===== src/rtl/altivec_reset_sequencer.sv =====
// ---------------------------------------------------------------------------
// altivec_reset_sequencer
//
// Bring-up and soft-reset controller for the AltiVec core. After the platform
// reset drops, all unit resets are held for HOLD_CYCLES edges. They are then
// released one unit at a time in index order, STAGE_GAP edges apart. One edge
// after the last release, the core is declared ready and issue is ungated.
//
// A soft reset request seen in RUN is served in four steps:
//   1. Drain the pipeline. The drain ends at pipe_idle, or forcibly after
//      DRAIN_TIMEOUT edges.
//   2. Re-assert every unit reset for SOFT_HOLD edges.
//   3. Re-run the staggered release.
//   4. Pulse soft_rst_ack in the cycle in which core_ready rises.
//
// Ports:
//   clk           in   rising-edge clock
//   rst           in   synchronous active-high reset
//   soft_rst_req  in   level request for a soft reset (honoured in RUN only)
//   pipe_idle     in   pipeline empty; sampled only while draining
//   unit_rst      out  per-unit active-high resets, released 0..NUM_UNITS-1
//   stall         out  blocks instruction issue
//   core_ready    out  core released and issuing
//   soft_rst_ack  out  one-cycle pulse when a soft reset completes
//   timeout_err   out  sticky: a drain timed out (cleared only by rst)
//
// Handshake: soft_rst_req is a level. It is accepted only in RUN while the
// request is armed. Acceptance disarms the request. It re-arms on any RUN
// edge that sees soft_rst_req low, so a request held high across its own ack
// starts no second soft reset.
// ---------------------------------------------------------------------------
module altivec_reset_sequencer #(
    parameter int NUM_UNITS     = 4,
    parameter int HOLD_CYCLES   = 4,
    parameter int STAGE_GAP     = 2,
    parameter int SOFT_HOLD     = 2,
    parameter int DRAIN_TIMEOUT = 64
) (
    input  logic                 clk,
    input  logic                 rst,
    input  logic                 soft_rst_req,
    input  logic                 pipe_idle,
    output logic [NUM_UNITS-1:0] unit_rst,
    output logic                 stall,
    output logic                 core_ready,
    output logic                 soft_rst_ack,
    output logic                 timeout_err
);

    localparam int MAX_A  = (HOLD_CYCLES > STAGE_GAP) ? HOLD_CYCLES : STAGE_GAP;
    localparam int MAX_B  = (SOFT_HOLD > DRAIN_TIMEOUT) ? SOFT_HOLD : DRAIN_TIMEOUT;
    localparam int MAX_C  = (MAX_A > MAX_B) ? MAX_A : MAX_B;
    localparam int CNT_W  = $clog2(MAX_C + 1);
    localparam int IDX_W  = $clog2(NUM_UNITS + 1);

    // Each wait ends on the edge where the counter already holds N-1, so the
    // transition happens on the N-th edge spent in the state.
    localparam logic [CNT_W-1:0] HOLD_LAST  = CNT_W'(HOLD_CYCLES - 1);
    localparam logic [CNT_W-1:0] GAP_LAST   = CNT_W'(STAGE_GAP - 1);
    localparam logic [CNT_W-1:0] SOFT_LAST  = CNT_W'(SOFT_HOLD - 1);
    localparam logic [CNT_W-1:0] DRAIN_LAST = CNT_W'(DRAIN_TIMEOUT - 1);
    localparam logic [IDX_W-1:0] IDX_DONE   = IDX_W'(NUM_UNITS);

    localparam logic [NUM_UNITS-1:0] ALL_ON  = {NUM_UNITS{1'b1}};
    localparam logic [NUM_UNITS-1:0] UNIT0   = NUM_UNITS'(1);

    typedef enum logic [2:0] {
        ST_HOLD    = 3'd0,
        ST_RELEASE = 3'd1,
        ST_RUN     = 3'd2,
        ST_DRAIN   = 3'd3,
        ST_SOFT    = 3'd4
    } state_t;

    state_t               state_q, state_d;
    logic [CNT_W-1:0]     cnt_q, cnt_d;
    logic [IDX_W-1:0]     rel_idx_q, rel_idx_d;   // next unit to release
    logic [NUM_UNITS-1:0] unit_rst_q, unit_rst_d;
    logic                 stall_q, stall_d;
    logic                 core_ready_q, core_ready_d;
    logic                 ack_q, ack_d;
    logic                 timeout_q, timeout_d;
    logic                 armed_q, armed_d;
    logic                 soft_q, soft_d;         // current release follows a soft reset

    always_comb begin
        state_d      = state_q;
        cnt_d        = cnt_q;
        rel_idx_d    = rel_idx_q;
        unit_rst_d   = unit_rst_q;
        stall_d      = stall_q;
        core_ready_d = core_ready_q;
        ack_d        = 1'b0;
        timeout_d    = timeout_q;
        armed_d      = armed_q;
        soft_d       = soft_q;

        case (state_q)
            ST_HOLD, ST_SOFT: begin
                if (cnt_q == ((state_q == ST_HOLD) ? HOLD_LAST : SOFT_LAST)) begin
                    unit_rst_d = ALL_ON & ~UNIT0;
                    rel_idx_d  = IDX_W'(1);
                    cnt_d      = '0;
                    state_d    = ST_RELEASE;
                end else begin
                    cnt_d = cnt_q + CNT_W'(1);
                end
            end

            ST_RELEASE: begin
                if (rel_idx_q == IDX_DONE) begin
                    // All units are out of reset: open issue one edge later.
                    state_d      = ST_RUN;
                    stall_d      = 1'b0;
                    core_ready_d = 1'b1;
                    ack_d        = soft_q;
                    soft_d       = 1'b0;
                    cnt_d        = '0;
                end else if (cnt_q == GAP_LAST) begin
                    unit_rst_d = unit_rst_q & ~(UNIT0 << rel_idx_q);
                    rel_idx_d  = rel_idx_q + IDX_W'(1);
                    cnt_d      = '0;
                end else begin
                    cnt_d = cnt_q + CNT_W'(1);
                end
            end

            ST_RUN: begin
                if (soft_rst_req) begin
                    if (armed_q) begin
                        state_d      = ST_DRAIN;
                        stall_d      = 1'b1;
                        core_ready_d = 1'b0;
                        armed_d      = 1'b0;
                        soft_d       = 1'b1;
                        cnt_d        = '0;
                    end
                end else begin
                    armed_d = 1'b1;
                end
            end

            ST_DRAIN: begin
                // pipe_idle takes priority, so an idle pipe on the timeout
                // edge does not flag an error.
                if (pipe_idle || (cnt_q == DRAIN_LAST)) begin
                    state_d    = ST_SOFT;
                    unit_rst_d = ALL_ON;
                    cnt_d      = '0;
                    if (!pipe_idle) begin
                        timeout_d = 1'b1;
                    end
                end else begin
                    cnt_d = cnt_q + CNT_W'(1);
                end
            end

            default: begin
                state_d = ST_HOLD;
            end
        endcase
    end

    always_ff @(posedge clk) begin
        if (rst) begin
            state_q      <= ST_HOLD;
            cnt_q        <= '0;
            rel_idx_q    <= '0;
            unit_rst_q   <= ALL_ON;
            stall_q      <= 1'b1;
            core_ready_q <= 1'b0;
            ack_q        <= 1'b0;
            timeout_q    <= 1'b0;
            armed_q      <= 1'b1;
            soft_q       <= 1'b0;
        end else begin
            state_q      <= state_d;
            cnt_q        <= cnt_d;
            rel_idx_q    <= rel_idx_d;
            unit_rst_q   <= unit_rst_d;
            stall_q      <= stall_d;
            core_ready_q <= core_ready_d;
            ack_q        <= ack_d;
            timeout_q    <= timeout_d;
            armed_q      <= armed_d;
            soft_q       <= soft_d;
        end
    end

    assign unit_rst     = unit_rst_q;
    assign stall        = stall_q;
    assign core_ready   = core_ready_q;
    assign soft_rst_ack = ack_q;
    assign timeout_err  = timeout_q;

endmodule


===== config.mk =====
export PLATFORM = sky130hd
export DESIGN_NAME = altivec_reset_sequencer
export DESIGN_NICKNAME = d
export VERILOG_FILES = /design/src/rtl/altivec_reset_sequencer.sv
export SDC_FILE = /design/constraint.sdc
export NUM_CORES = 1
export LEC_CHECK = 0
export CAP_MARGIN = 25
export CORE_MARGIN = 1.5
export CORE_UTILIZATION = 51
export DETAILED_ROUTE_END_ITERATION = 8
export GPL_ROUTABILITY_DRIVEN = 0
export PLACE_DENSITY = 0.84
export SETUP_SLACK_MARGIN = 0.05
export SYNTH_ARGS = -nofsm -noshare
export SYNTH_HDL_FRONTEND = slang
export SYNTH_SLANG_ARGS = --single-unit

===== constraint.sdc =====
create_clock -name clk -period 1.75 [get_ports clk]
set_input_delay 0.4375 -clock clk [delete_from_list [all_inputs] [get_ports clk]]
set_output_delay 0.4375 -clock clk [all_outputs]
set_load 0.005 [all_outputs]

==> results_dict.tcl <==
set metrics [dict create \
    synthAdderAreaFrac 0.0643 \
    core_sq_um 2500 \
    tritoncts "yes" \
    ys_seq_area_frac 0.338 \
    outcome "finished, violations left" \
    synth_top_family_by_area "simple AND/OR/NAND/NOR gates" \
    die_h_um 54.7 \
    critPathMaxFanout 5 \
    start_kind "flop" \
    dieArea_sq_um 2990 \
    rr_worst_depth 5 \
    syn-num-nets 176 \
    clk_pin_slew_ns 0.14 \
    ios 12 \
    synth-edff-count 0 \
    clockBufferDepth 2 \
    timing.hold.ws_ns 0.487 \
    drt_first_pass_iters 5 \
    grt_pass1_wl_mm 6.96 \
    grt_use_met1 0.392 \
    async_flop_share 0 \
    min_period_ns 1.88 \
    ctsHtreeMaxLevel 1 \
    synthFlopType "dfxtp_1" \
    rrSetupSlack_ns -0.13 \
    drv_cap 0 \
    drv_slew 0 \
    drc 0 \
    final_common_cell "buf_4" \
    slew_headroom 0.685 \
    p_seq_frac 0.419 \
    finalHoldViolCount 0 \
    synthXorXnorAreaFrac 0.00643 \
    clock_sinks 23 \
    fin_nets 225 \
    rows 18 \
    finalSetupTns_ns -0.982 \
    layout_common_cells "36 x buf_4, 15 x inv_1, 12 x dfxtp_1" \
    total_power_uw 1400 \
    synth_cell_types 48 \
    grtUsageTotal 0.328 \
    worst_slew_pin_slew_ns 0.472 \
    netlist_instances 165 \
    routed_wl_mm 5.23 \
    synth_mux_area_frac 0.00735 \
    grt_start_max_net_pins 14 \
    clkPwrFrac 0.186 \
    p_leak_uw 0.000792 \
    insertion_delay_ns 0.32 \
    grtUsageMet3 0.0710 \
    start_util 0.545 \
    antenna_found_initial 0 \
    route.vias.total 1592 \
    io_buffers 11 \
    failed_checks "setup timing" \
    min_path_type "flop to flop" \
    setup_violations 12 \
    required_ns 1.96 \
    dp_hpwl_mm 2.85 \
    cts_root_buffer "clkbuf_4" \
    synth_simple_gate_area_frac 0.294 \
    fillers 142 \
    min_to "unit_rst[3]$_SDFFE_PP1P_" \
    clock.fmax_ghz 0.532 \
    grt_busiest_layer "met2" \
    syn_area_sq_um 1360 \
    finalCritPeriodShare 1.07 \
    worstSetupPathType "flop to flop" \
    synth_seq_cells 23 \
    wl_per_cell_um 21.5 \
    crit_path_end_kind "flop" \
    p_switching_uw 494 \
    r2r-end "cnt_q[3]$_SDFFE_PP0P_" \
    grt-ovfl-total 0 \
    critical_path_arrival_ns 2.09 \
    combPwrFrac 0.394 \
    diodes 0 \
    p_per_area_nw_per_um2 682 \
    swShare 0.353 \
    cts_buffers 3 \
    intPower_uw 904 \
    synth_compound_area_frac 0.227 \
    drt_iter0_markers 122 \
    worst_slack_ns -0.130 \
    timing.rr.start "cnt_q[3]$_SDFFE_PP0P_" \
    syn_avg_cell_area_sq_um 8.25 \
    drive_gt1_frac 0.460 \
    ant_nets 0 \
    rsz0062_at_grt "yes" \
    hold_depth 2 \
    hold_start "unit_rst[3]$_SDFFE_PP1P_" \
    skew_ns 0.00431 \
    syn2layout_area_growth_pct 50.6 \
    peakVddDrop_uv 655 \
    vias_per_cell 6.55 \
    grt_use_met2 0.516 \
    yosys_warnings 0 \
    grt_pass1_vias 1445 \
    dieWidth_um 54.7 \
]
worst max path at each step:
| stage | startpoint | end | slack, ns | cells after the start |
|---|---|---|---|---|
| after global routing | state_q[2]$_SDFFE_PP0P_ | cnt_q[5]$_SDFFE_PP0P_ | -0.27 | 8 |
| after floorplan | cnt_q[1]$_SDFFE_PP0P_ | unit_rst[0]$_SDFFE_PP1P_ | 0.05 | 6 |
| after CTS | cnt_q[3]$_SDFFE_PP0P_ | state_q[0]$_SDFFE_PP0P_ | -0.02 | 5 |
| after global placement | pipe_idle | cnt_q[4]$_SDFFE_PP0P_ | -0.27 | 6 |
| after detailed placement | pipe_idle | cnt_q[3]$_SDFFE_PP0P_ | -0.39 | 6 |
| final | cnt_q[3]$_SDFFE_PP0P_ | cnt_q[3]$_SDFFE_PP0P_ | -0.13 | 5 |
power groups by stage:
stage | clock network (uW) | logic [uW] | registers, uW
after floorplan | 0 | 217 | 596
after global placement | 0 | 365 | 589
after detailed placement | 0 | 387 | 592
after CTS | 253 | 443 | 583
after global routing | 290 | 582 | 589
final | 260 | 551 | 586
area by class of cell:
type	count	area (sq um)	share of cell area
clock buffers	3	22.5	0.0110
clock inverters	1	5.00	0.00244
inverters	15	56.3	0.0275
multi-input cells	121	1030	0.501
flip-flops and latches	23	489	0.239
well taps	30	37.5	0.0183
repair buffers	50	413	0.201
worst max-delay path: stages, from the launching register on:
cell      delay, ns
dfxtp_4        0.38
or4_4          0.58
o211ai_4       0.23
a311oi_4       0.19
a21oi_2        0.29
o22ai_4        0.10
cell usage after synthesis (2+ instances only):
master | n | share of area
nor3_1 | 2 | 0.0074
nand4b_1 | 2 | 0.013
and3_1 | 6 | 0.028
a21oi_1 | 14 | 0.051
nand2_1 | 13 | 0.036
clkbuf_1 | 2 | 0.0055
dfxtp_1 | 23 | 0.34
nand3_1 | 10 | 0.037
buf_2 | 2 | 0.0074
nor2_1 | 12 | 0.033
nand2b_1 | 5 | 0.023
o21ai_0 | 7 | 0.026
o211ai_2 | 2 | 0.018
o22ai_1 | 5 | 0.023
a31oi_1 | 2 | 0.0092
inv_1 | 15 | 0.041
nor4_1 | 2 | 0.0092
nor4_2 | 2 | 0.018
nor2b_1 | 4 | 0.018
ha_1 | 7 | 0.064
per-layer routing:
| layer | up-vias | routed length [um] |
|---|---|---|
| li1 | 695 | - |
| met1 | 719 | 1840 |
| met2 | 131 | 2570 |
| met3 | 47 | 486 |
| met4 | 0 | 340 |
| met5 | - | 0 |
state kept, by name, indices dropped and copies added, names as in the netlist:
signal and cells:
armed_q 1, cnt_q 7, core_ready 1, rel_idx_q 3
soft_q 1, soft_rst_ack 1, stall 1, state_q 3
timeout_err 1, unit_rst 4
metrics by stage:
step,setup slack (ns),instance area [sq um],cells,util
finish,-0.130,2050,243,0.820
global route,-0.268,2050,243,0.820
CTS,-0.0192,1850,239,0.742
detailed placement,-0.388,1710,231,0.685
global placement,-0.270,1710,231,0.685
floorplan,0.0529,1360,165,-
cells by family after synthesis:
group / after synthesis
buf+inv: 21
xor+xnor: 1
fa+ha+maj: 7
mux: 1
compound gates: 44
simple gates: 68
flops: 23
timing repair:
action,CTS,global route
buffers inserted,4,4
gates cloned,0,0
hold buffers,0,0
gates resized for setup,23,42
pin swaps,12,10
setup endpoints to repair,12,20
(Power assumes the default switching activity.)
